`src/rtl/game_flow_ctl.sv`:
```
// Game sequencer: title -> play -> level fade -> win, gating the character controller.
// Define GAME_PAUSE_EN to add the escape-key pause screen.
module game_flow_ctl #(
   parameter int CLK_FREQ  = 100_000_000,
   parameter int TICK_HZ   = 100,
   parameter int WIN_LEVEL = 3
) (
   input  logic        clk,
   input  logic        rst,
   input  logic        key_space,
   input  logic        key_left,
   input  logic        key_right,
   input  logic        key_esc,
   input  logic [1:0]  level,
   output logic        char_space,
   output logic        char_left,
   output logic        char_right,
   output logic        char_rst,
   output logic        char_en,
   output logic [2:0]  screen,
   output logic [3:0]  fade_level,
   output logic        tick,
   output logic [15:0] timer_sec
);

   localparam int TICK_DIV = CLK_FREQ / TICK_HZ;
   localparam int TCW      = (TICK_DIV > 1) ? $clog2(TICK_DIV) : 1;
   localparam int SCW      = $clog2(TICK_HZ + 1);
   localparam logic [TCW-1:0] TICK_LAST = TCW'(TICK_DIV - 1);
   localparam logic [SCW-1:0] SUB_LAST  = SCW'(TICK_HZ - 1);
   localparam logic [1:0]     WIN_LVL   = 2'(WIN_LEVEL);

   typedef enum logic [2:0] {
      S_TITLE = 3'd0,
      S_PLAY  = 3'd1,
      S_FADE  = 3'd2,
      S_WIN   = 3'd3,
      S_PAUSE = 3'd4
   } state_t;

   state_t           state;
   logic [TCW-1:0]   tick_cnt;
   logic [SCW-1:0]   sub_cnt;
   logic             space_q;
   logic [1:0]       level_q;
   logic             armed;
   logic             space_rise;
   logic             lvl_chg;

   function automatic logic [15:0] sat_inc(input logic [15:0] v);
      return (v == 16'hFFFF) ? v : v + 16'd1;
   endfunction

   assign screen     = state;
   assign space_rise = key_space & ~space_q;
   assign lvl_chg    = (level != level_q);

`ifdef GAME_PAUSE_EN
   logic esc_q;
   logic esc_rise;
   assign esc_rise = key_esc & ~esc_q;

   always_ff @(posedge clk) begin
      esc_q <= key_esc;
   end
`else
   logic unused_esc;
   assign unused_esc = key_esc;
   assign char_en    = 1'b1;
`endif

   // Edge-detect history tracks the inputs even through reset.
   always_ff @(posedge clk) begin
      space_q <= key_space;
      level_q <= level;
   end

   always_ff @(posedge clk) begin
      if (rst) begin
         tick_cnt <= '0;
         tick     <= 1'b0;
      end else begin
         tick     <= (tick_cnt == TICK_LAST);
         tick_cnt <= (tick_cnt == TICK_LAST) ? '0 : tick_cnt + 1'b1;
      end
   end

   always_ff @(posedge clk) begin
      if (rst) begin
         state      <= S_TITLE;
         char_rst   <= 1'b1;
         char_space <= 1'b0;
         char_left  <= 1'b0;
         char_right <= 1'b0;
         fade_level <= '0;
         timer_sec  <= '0;
         sub_cnt    <= '0;
         armed      <= 1'b0;
`ifdef GAME_PAUSE_EN
         char_en    <= 1'b1;
`endif
      end else begin
         // A space held across game start must be released before it can jump.
         char_space <= (state == S_PLAY) && key_space && armed;
         char_left  <= (state == S_PLAY) && key_left;
         char_right <= (state == S_PLAY) && key_right;
         if (!key_space)
            armed <= 1'b1;

         if (tick && (state == S_PLAY || state == S_FADE)) begin
            if (sub_cnt == SUB_LAST) begin
               sub_cnt   <= '0;
               timer_sec <= sat_inc(timer_sec);
            end else begin
               sub_cnt <= sub_cnt + 1'b1;
            end
         end

         case (state)
            S_TITLE: begin
               if (space_rise) begin
                  state     <= S_PLAY;
                  char_rst  <= 1'b0;
                  armed     <= 1'b0;
                  timer_sec <= '0;
                  sub_cnt   <= '0;
               end
            end
            S_PLAY: begin
               if (lvl_chg) begin
                  if (level == WIN_LVL) begin
                     state <= S_WIN;
                  end else begin
                     state      <= S_FADE;
                     fade_level <= 4'd15;
                  end
               end
`ifdef GAME_PAUSE_EN
               else if (esc_rise) begin
                  state   <= S_PAUSE;
                  char_en <= 1'b0;
               end
`endif
            end
            S_FADE: begin
               if (lvl_chg) begin
                  if (level == WIN_LVL) begin
                     state      <= S_WIN;
                     fade_level <= '0;
                  end else begin
                     fade_level <= 4'd15;
                  end
               end else if (tick) begin
                  if (fade_level == 4'd0)
                     state <= S_PLAY;
                  else
                     fade_level <= fade_level - 4'd1;
               end
            end
            S_WIN: begin
               if (space_rise) begin
                  state    <= S_TITLE;
                  char_rst <= 1'b1;
               end
            end
`ifdef GAME_PAUSE_EN
            S_PAUSE: begin
               if (esc_rise) begin
                  state   <= S_PLAY;
                  char_en <= 1'b1;
                  armed   <= 1'b0;
               end
            end
`endif
            default: begin
               state      <= S_TITLE;
               char_rst   <= 1'b1;
               fade_level <= '0;
            end
         endcase
      end
   end

endmodule

```
`config.mk`:
```
export PLATFORM = sky130hd
export DESIGN_NAME = game_flow_ctl
export DESIGN_NICKNAME = d
export VERILOG_FILES = /design/src/rtl/game_flow_ctl.sv
export SDC_FILE = /design/constraint.sdc
export NUM_CORES = 1
export LEC_CHECK = 0
export ABC_AREA = 1
export ABC_CLOCK_PERIOD_IN_PS = 2600
export BUFFER_PORTS_ARGS = -buffer_cell sky130_fd_sc_hd__buf_2
export CAP_MARGIN = 40
export CELL_PAD_IN_SITES_DETAIL_PLACEMENT = 1
export CELL_PAD_IN_SITES_GLOBAL_PLACEMENT = 2
export CORE_MARGIN = 1
export CORE_UTILIZATION = 35
export DETAILED_ROUTE_END_ITERATION = 16
export GPL_TIMING_DRIVEN = 1
export MAX_ROUTING_LAYER = met4
export PLACE_DENSITY_LB_ADDON = 0.08
export SYNTH_ARGS = -nofsm -noshare
export SYNTH_HDL_FRONTEND = slang
export SYNTH_SLANG_ARGS = --single-unit
```
`constraint.sdc`:
```
create_clock -name clk -period 2.6 [get_ports clk]
set_input_delay 0 -clock clk [delete_from_list [all_inputs] [get_ports clk]]
set_output_delay 0 -clock clk [all_outputs]
set_load 0.005 [all_outputs]
```
# Word-level counts from Yosys, hierarchy flattened
# Cells that the tools add are included.
# totals
ff_bits,59
inputBits,8
out_inout_bits,29
elab_cells,82
# op_classes
add_sub_neg,4
eq_ne,16
n_mux,31
n_bitwise,4
n_reduce_logical,14
# op_table
cell,n
16-bit two-way mux,5
7-bit two-way mux,4
4-bit two-way mux,6
3-bit two-way mux,7
"20-bit by 1-bit adder with 20-bit output, second input constant",1
"20-bit equality test, second input constant",1
"16-bit by 1-bit adder with 16-bit output, second input constant",1
"16-bit equality test, second input constant",1
3-bit one-hot mux with 4 select lines,1
4-bit one-hot mux with 3 select lines,1
"2-bit != test, second input constant",4
"7-bit by 1-bit adder with 7-bit output, second input constant",1
"7-bit equality test, second input constant",1
"3-bit by 2-bit equality test with 1-bit output, second input constant",2
1-bit two-way mux,6
"3-bit by 2-bit != test with 1-bit output, second input constant",2
"3-bit != test, second input constant",2
6-bit AND reduction,1
2-bit OR reduction,3
1-bit logical AND,5
5-bit AND reduction,1
4-bit logical NOT,1
"4-bit by 1-bit subtractor with 4-bit output, second input constant",1
"3-bit by 1-bit equality test with 1-bit output, second input constant",1
8 further kinds,10

# Longest topological paths before layout
# Gate-level depths: netlist (run 1).
# depth
depth_word,6
depth_mapped,11
mapped_depth_nobuf,11

# Least setup slack after synthesis (run 1)
# Ideal clock, no wire load.
# synth_timing
kind,flip-flop to flip-flop
startpoint,reg state[0] (netlist: screen[0])
endpoint,reg timer_sec[3]
setup_time_ps,117
arrival_time_ps,1526
path_slack_ps,957
stages_incl_launch_ff,10
path_cell_list,dfxtp_1 -> inv_1 -> ha_1 -> nand2_1 -> inv_1 -> nand2_4 -> clkinv_4 -> nand2_2 -> o21ai_0 -> nor2_1
# synth_between
elab_chain_len,6
elab_cells_between_ends,8
# synth_lines
item,line_no,text
from (decl),41,state_t state;
from (signal assigned),90,state <= S_TITLE;
from (signal assigned),122,state <= S_PLAY;
from (signal assigned),132,state <= S_WIN;
3-bit by 1-bit equality test with 1-bit output or 3-bit by 2-bit equality test with 1-bit output (tied branches),110,if (tick && (state == S_PLAY || state == S_FADE)) begin
1-bit logical OR,110,
1-bit logical AND,110,
16-bit two-way mux,110,
16-bit two-way mux,121,if (space_rise) begin
16-bit two-way mux *,119,case (state)
to (signal assigned),113,timer_sec <= sat_inc(timer_sec);
to (decl),23,output logic [15:0] timer_sec
# Every way passes the cells marked *; elsewhere a longest branch is shown, timed or not.
# A chain may end at the register's enable or synchronous reset.

# Worst setup path in the final report (run 1)
# layout_timing
startpoint,reg state[1] (netlist: screen[1])
endpoint,reg timer_sec[7]
# The elaborated chain is that of the path after synthesis.

==> results of run 1 <==
[path summary, 6_finish.rpt]
kind	from	end	slack (ns)
hold / removal	key_space	space_q	0.37
setup reg to reg	screen[1]	timer_sec[7]	0.61
hold reg to reg	tick_cnt[0]	tick_cnt[0]	0.46
setup / recovery	screen[1]	timer_sec[7]	0.61
[metrics by stage]
step / power (mW) / cells / util / cell area, um2 / worst slack (ns)
global placement: 1.525 / 623 / 0.3873 / 3562 / 0.6670
CTS: 2.308 / 645 / 0.4125 / 3794 / 0.5738
global route: 2.425 / 645 / 0.4125 / 3794 / 0.3982
floorplan: 1.383 / 484 / - / 3297 / 0.9573
detailed placement: 1.539 / 623 / 0.3873 / 3562 / 0.5847
finish: 2.253 / 645 / 0.4125 / 3794 / 0.6125
[kinds of logic after synthesis]
family / count (synthesis) / synth area share
buf+inv: 76 / 0.09526
xor+xnor: 11 / 0.02922
fa+ha+maj: 10 / 0.03795
other cells: 2 / 0.002278
simple gates: 290 / 0.4167
compound gates: 37 / 0.06642
flops: 58 / 0.3522
[registers in the layout, indices dropped and copies added, names as in the netlist]
register and count:
fade_level 4, armed 1, char_space 1, char_rst 1
char_left 1, level_q 2, tick_cnt 20, char_right 1
tick 1, sub_cnt 7, space_q 1, timer_sec 16
screen 2
[repair_timing]
item / CTS / global route
hold endpoints to repair: 9 / 0
hold buffers: 6 / 0
setup buffers: 0 / 0
[metal layers]
| metal | vias to the layer above | GRT usage |
|---|---|---|
| met5 | - | - |
| met3 | 8 | 0.03759 |
| met4 | 0 | 0.06109 |
| met1 | 1456 | 0.2194 |
| li1 | 1603 | - |
| met2 | 36 | 0.3072 |
[cell usage in the layout, fill, tap and decap left out, drive strengths merged, types with 2 or more instances in the layout]
master,n
nand2,132
nor3,11
o21ai,13
nor2,87
ha,10
clkinvlp,2
clkbuf,11
dlygate4sd3,6
clkinv,4
or2,4
and2,2
xor2,7
nand4,10
o21bai,5
xnor2,4
dfxtp,58
buf,34
nand3b,3
inv,69
conb,2
nor3b,4
nand3,36
a21oi,17
[area by class of cell]
| type | instances | area, um2 |
|---|---|---|
| Multi-Input combinational cell | 350 | 1822 |
| Clock buffer | 11 | 141.4 |
| Tap cell | 111 | 138.9 |
| Timing Repair Buffer | 40 | 232.7 |
| Inverter | 70 | 267.8 |
| Sequential cell | 58 | 1161 |
| Clock inverter | 5 | 30.03 |
| Fill cell | 1254 | 5403 |
[critical path, cell delays in order, from the launching register on]
cell and delay [ns]:
dfxtp_1 0.43, inv_1 0.10, ha_1 0.33, nand2_1 0.18
inv_1 0.28, nand2_4 0.13, clkinv_4 0.10, nand3_1 0.11
o21bai_1 0.16, nor2_1 0.05
[power groups by stage]
| stage | combinational [mW] | sequential (mW) | clock (mW) |
|---|---|---|---|
| floorplan | 0.386 | 0.998 | 0 |
| global placement | 0.529 | 0.996 | 0 |
| detailed placement | 0.538 | 1.00 | 0 |
| CTS | 0.549 | 0.981 | 0.778 |
| global route | 0.624 | 0.989 | 0.812 |
| finish | 0.534 | 0.980 | 0.739 |
==> impl_metrics.ini, run 1 <==
[sta]
hold_violations = 0
setup-violations-final = 0
fmax_mhz = 503.1
tns_ns = 0
maxSlewViolCount = 0
holdWs_ns = 0.3655
fin_skew_ns = 0.008826
rsz0062_at_grt = false
period_share = 0.7644
period_needed_ns = 1.988

[route]
firstDrtPassIters = 4
wirelength_met1_um = 3886
drtIter0Drc = 39
vias = 3103
vias_per_cell = 4.811
top_layer = met4
ant_nets = 0
remaining_drc_errors = 0
routedWlPerCell_um = 12.46
wl_met3_um = 215
dr_wl_met2_um = 3844
drt-total-wl_um = 8036

[logic_synthesis]
syn_area_um2 = 3297
synth_nets = 502
synthFlopType = dfxtp_1
synth_top_area_share = 0.3522
synth_seq_cells = 58
synth_cell_types = 40
synth_top_area_cell = dfxtp_1
ys_warn_count = 0
yosysMostFrequentCell = nand2_1
synth_cells = 484
yosys-top-cells-area = dfxtp_1 35%, nand2_1 14%, nor2_1 8.5%, inv_1 7.3%, nand3_1 4.6%
synth-async-reset-ratio = 0
synth_seq_area_share = 0.3522
syn_avg_cell_area_um2 = 6.812
synth-edff-count = 0
synth_common_cells = 125 x nand2_1, 75 x nor2_1, 64 x inv_1

[worst_setup_path]
startpoint_type = register
cp-end-kind = register
cp_max_fo = 8
arrival_ns = 2.22
critical_path_class = reg2reg
reg2reg_depth = 9
cp.required_ns = 2.83

[placement]
io_buffers = 33
dp_hpwl_um = 6222
place.gp.congestion = 0.7364

[clocking]
cts-root-buf = clkbuf_8
numCtsBuffers = 9
cts_resized = 0
cts-htree-levels = 3
clk-insertion-delay-late_ns = 0.33
cts_tree = done
cts.sinks = 58
clk_pin_slew_ns = 0.07
clockBufferDepth = 2

[power_and_ir_drop]
p_int_mw = 1.504
p_clk_frac = 0.328
p_sw_mw = 0.7487
ir_drop_v = 0.0003076
combinationalPowerShare = 0.237
leakagePower_nw = 1.640
switching_share = 0.3324
p_per_area_nw_per_um2 = 593.8
seqPwrFrac = 0.435

[cells_and_area]
diodes = 0
drive_gt1_frac = 0.1704
finalNetCount = 547
area_delta_synth_final_pct = 15.07

[global_routing]
grt_usage = 0.1832
grt_pass1_wl_um = 13840
grt_max_degree = 21
antenna_found_initial = 0
grt_pass1_vias = 3089
grt.overflow.total = 0

[floorplanning]
die_area_um2 = 9812
num_rows = 35
die_h_um = 99.06
start_util = 0.3585
fp.coreArea_um2 = 9196
die_x_um = 99.06
io-pin-count = 37

[flow_run]
maxCapViolations = 0

[min_path]
hold_class = in2reg
min_path_cells = 2

[run_status]
outcome = complete, no violations
Note: power is estimated with default switching activity, not from simulation.
==> inputs of run 2 (changes only) <==
ABC_CLOCK_PERIOD_IN_PS = 1700   (was 2600)
CORE_UTILIZATION = 29   (was 35)
clock period = 1.7 ns   (was 2.6 ns; I/O delays follow)
==> run 2 against run 1 <==
Critical path depth is 3 lower. Register-to-register slack worse by 0.48 ns. Clock power grew to 2.7 times the previous value. Via count is 1.4% higher. Die area is 20% higher. Global-route usage is 1.4 points lower. Sequential cell count stayed put. Total power is 96% higher. Maximum frequency is 27% higher. Count of clock-buffer cells in the layout stayed put. Cell count is 7.3% higher. Critical path type unchanged. Largest cell class unchanged.
==> impl_metrics.ini, run 2 (synthesized netlist as in run 1, its figures left out) <==
[run_status]
outcome = complete, no violations

[placement]
place_area_um2 = 3701
io_buffers = 33
dp_hpwl_um = 6786
numPlacedInstances = 664
place.gp.congestion = 0.7746

[sta]
period_needed_ns = 1.570
period_share = 0.9235
tns_ns = 0
fin_skew_ns = 0.005099
hold_violations = 0
setup-violations-final = 0
fmax_mhz = 636.9
rsz0062_at_grt = false
maxSlewViolCount = 0

[worst_setup_path]
cp-end-kind = register
cp.required_ns = 1.91
arrival_ns = 1.78
startpoint_type = register
cp_max_fo = 5
critical_path_class = reg2reg

[cells_and_area]
final_common_cell = nand2_1
most-common-layout-cells = 122 x nand2_1, 75 x nor2_1, 63 x inv_1
drive_gt1_frac = 0.2065
finalNetCount = 565
diodes = 0
top_regs = tick_cnt: 20 flops, timer_sec: 16 flops, sub_cnt: 7 flops
area_delta_synth_final_pct = 26.45
fin_area_um2 = 4169
fin_cells = 692
largest_reg_flops = 20
regMostFlops = tick_cnt

[global_routing]
grt_max_degree = 21
grt.overflow.total = 0
grt_usage = 0.1696
grt_pass1_wl_um = 15020
grt_pass1_vias = 3135
antenna_found_initial = 0

[route]
routedWlPerCell_um = 12.67
vias_per_cell = 4.548
remaining_drc_errors = 0
firstDrtPassIters = 4
vias = 3147
drt-total-wl_um = 8766
drtIter0Drc = 107
ant_nets = 0

[power_and_ir_drop]
leakagePower_nw = 1.817
seqPwrFrac = 0.336
p_clk_frac = 0.445
p_per_area_nw_per_um2 = 1057
p_int_mw = 3.154
p_sw_mw = 1.255
combinationalPowerShare = 0.219
switching_share = 0.2846
ir_drop_v = 0.0004641

[floorplanning]
die_h_um = 108.6
die_x_um = 108.6
die_area_um2 = 11800
start_util = 0.3015
io-pin-count = 37
num_rows = 38
fp.coreArea_um2 = 10940

[clocking]
clk_pin_slew_ns = 0.05
clk-insertion-delay-late_ns = 0.33
cts-htree-levels = 3
cts.sinks = 58
clockBufferDepth = 2
cts-root-buf = clkbuf_16
numCtsBuffers = 9
cts_tree = done

[min_path]
hold_class = in2reg

[flow_run]
maxCapViolations = 0
-- run 2: cell types whose count changed in the layout (fill, tap and decap cells not counted), sizes merged --
| cell | change |
|---|---|
| buf | +16 |
| bufinv | +2 |
| dlygate4sd3 | +2 |
| clkinv | -1 |
| clkinvlp | -1 |
-- run 2: path summary, 6_finish.rpt --
check / from / end / slack [ns] / cells past startpoint
setup / recovery: screen[0] / char_left / 0.13 / 6
setup reg to reg: screen[0] / char_left / 0.13 / 6
hold / removal: key_space / space_q / 0.35 / 2
hold reg to reg: armed / char_space / 0.45 / 2
-- run 2: area by class of cell --
cell class                 instances  area (um2)
clock buffer                      11       242.7
clock inverter                     5       77.57
fill                            1405        6766
inverter                          70       267.8
multi-input combinational        350        1859
sequential                        58        1161
tap                              140       175.2
timing repair buffer              58       385.4
-- run 2: timing repair --
action / in CTS / in global routing
hold buffers: 8 / 0
buffers inserted: 0 / 4
resized for setup: 1 / 8
setup endpoints to repair: 1 / 25
hold endpoints to repair: 9 / 0
pin swaps: 0 / 1
-- run 2: metrics by stage --
stage               setup slack, ns    util  power [mW]  hold slack, ns
finish                       0.1300  0.3812       4.408          0.3529
global route               0.008791  0.3812       4.701          0.3759
CTS                         0.02605  0.3755       4.452          0.3450
detailed placement          0.03560  0.3384       2.427          0.1535
global placement            0.06867  0.3384       2.413          0.1522
floorplan                   0.05726       -       2.116         0.02772
-- run 2: worst max-delay path, stage by stage (launching register included) --
cell and delay [ns]:
dfxtp_1 0.30, buf_4 0.15, ha_2 0.21, buf_4 0.14, nand2_1 0.05, nor2_1 0.04, dlygate4sd3_1 0.55
-- run 2: power groups by stage --
stage | Clock [mW] | Combinational [mW] | Sequential (mW)
2_1_floorplan | 0 | 0.590 | 1.53
5_1_grt | 2.08 | 1.13 | 1.49
4_1_cts | 2.03 | 0.939 | 1.48
3_3_place_gp | 0 | 0.904 | 1.51
6_report | 1.96 | 0.966 | 1.48
3_5_place_dp | 0 | 0.916 | 1.51
-- run 2: per-layer routing --
layer | track usage | routed length [um] | vias to the layer above
li1 | - | - | 1640
met1 | 0.2252 | 4461 | 1454
met2 | 0.2518 | 3875 | 40
met3 | 0.03048 | 267 | 13
met4 | 0.07239 | 161 | 0
met5 | - | 0 | -
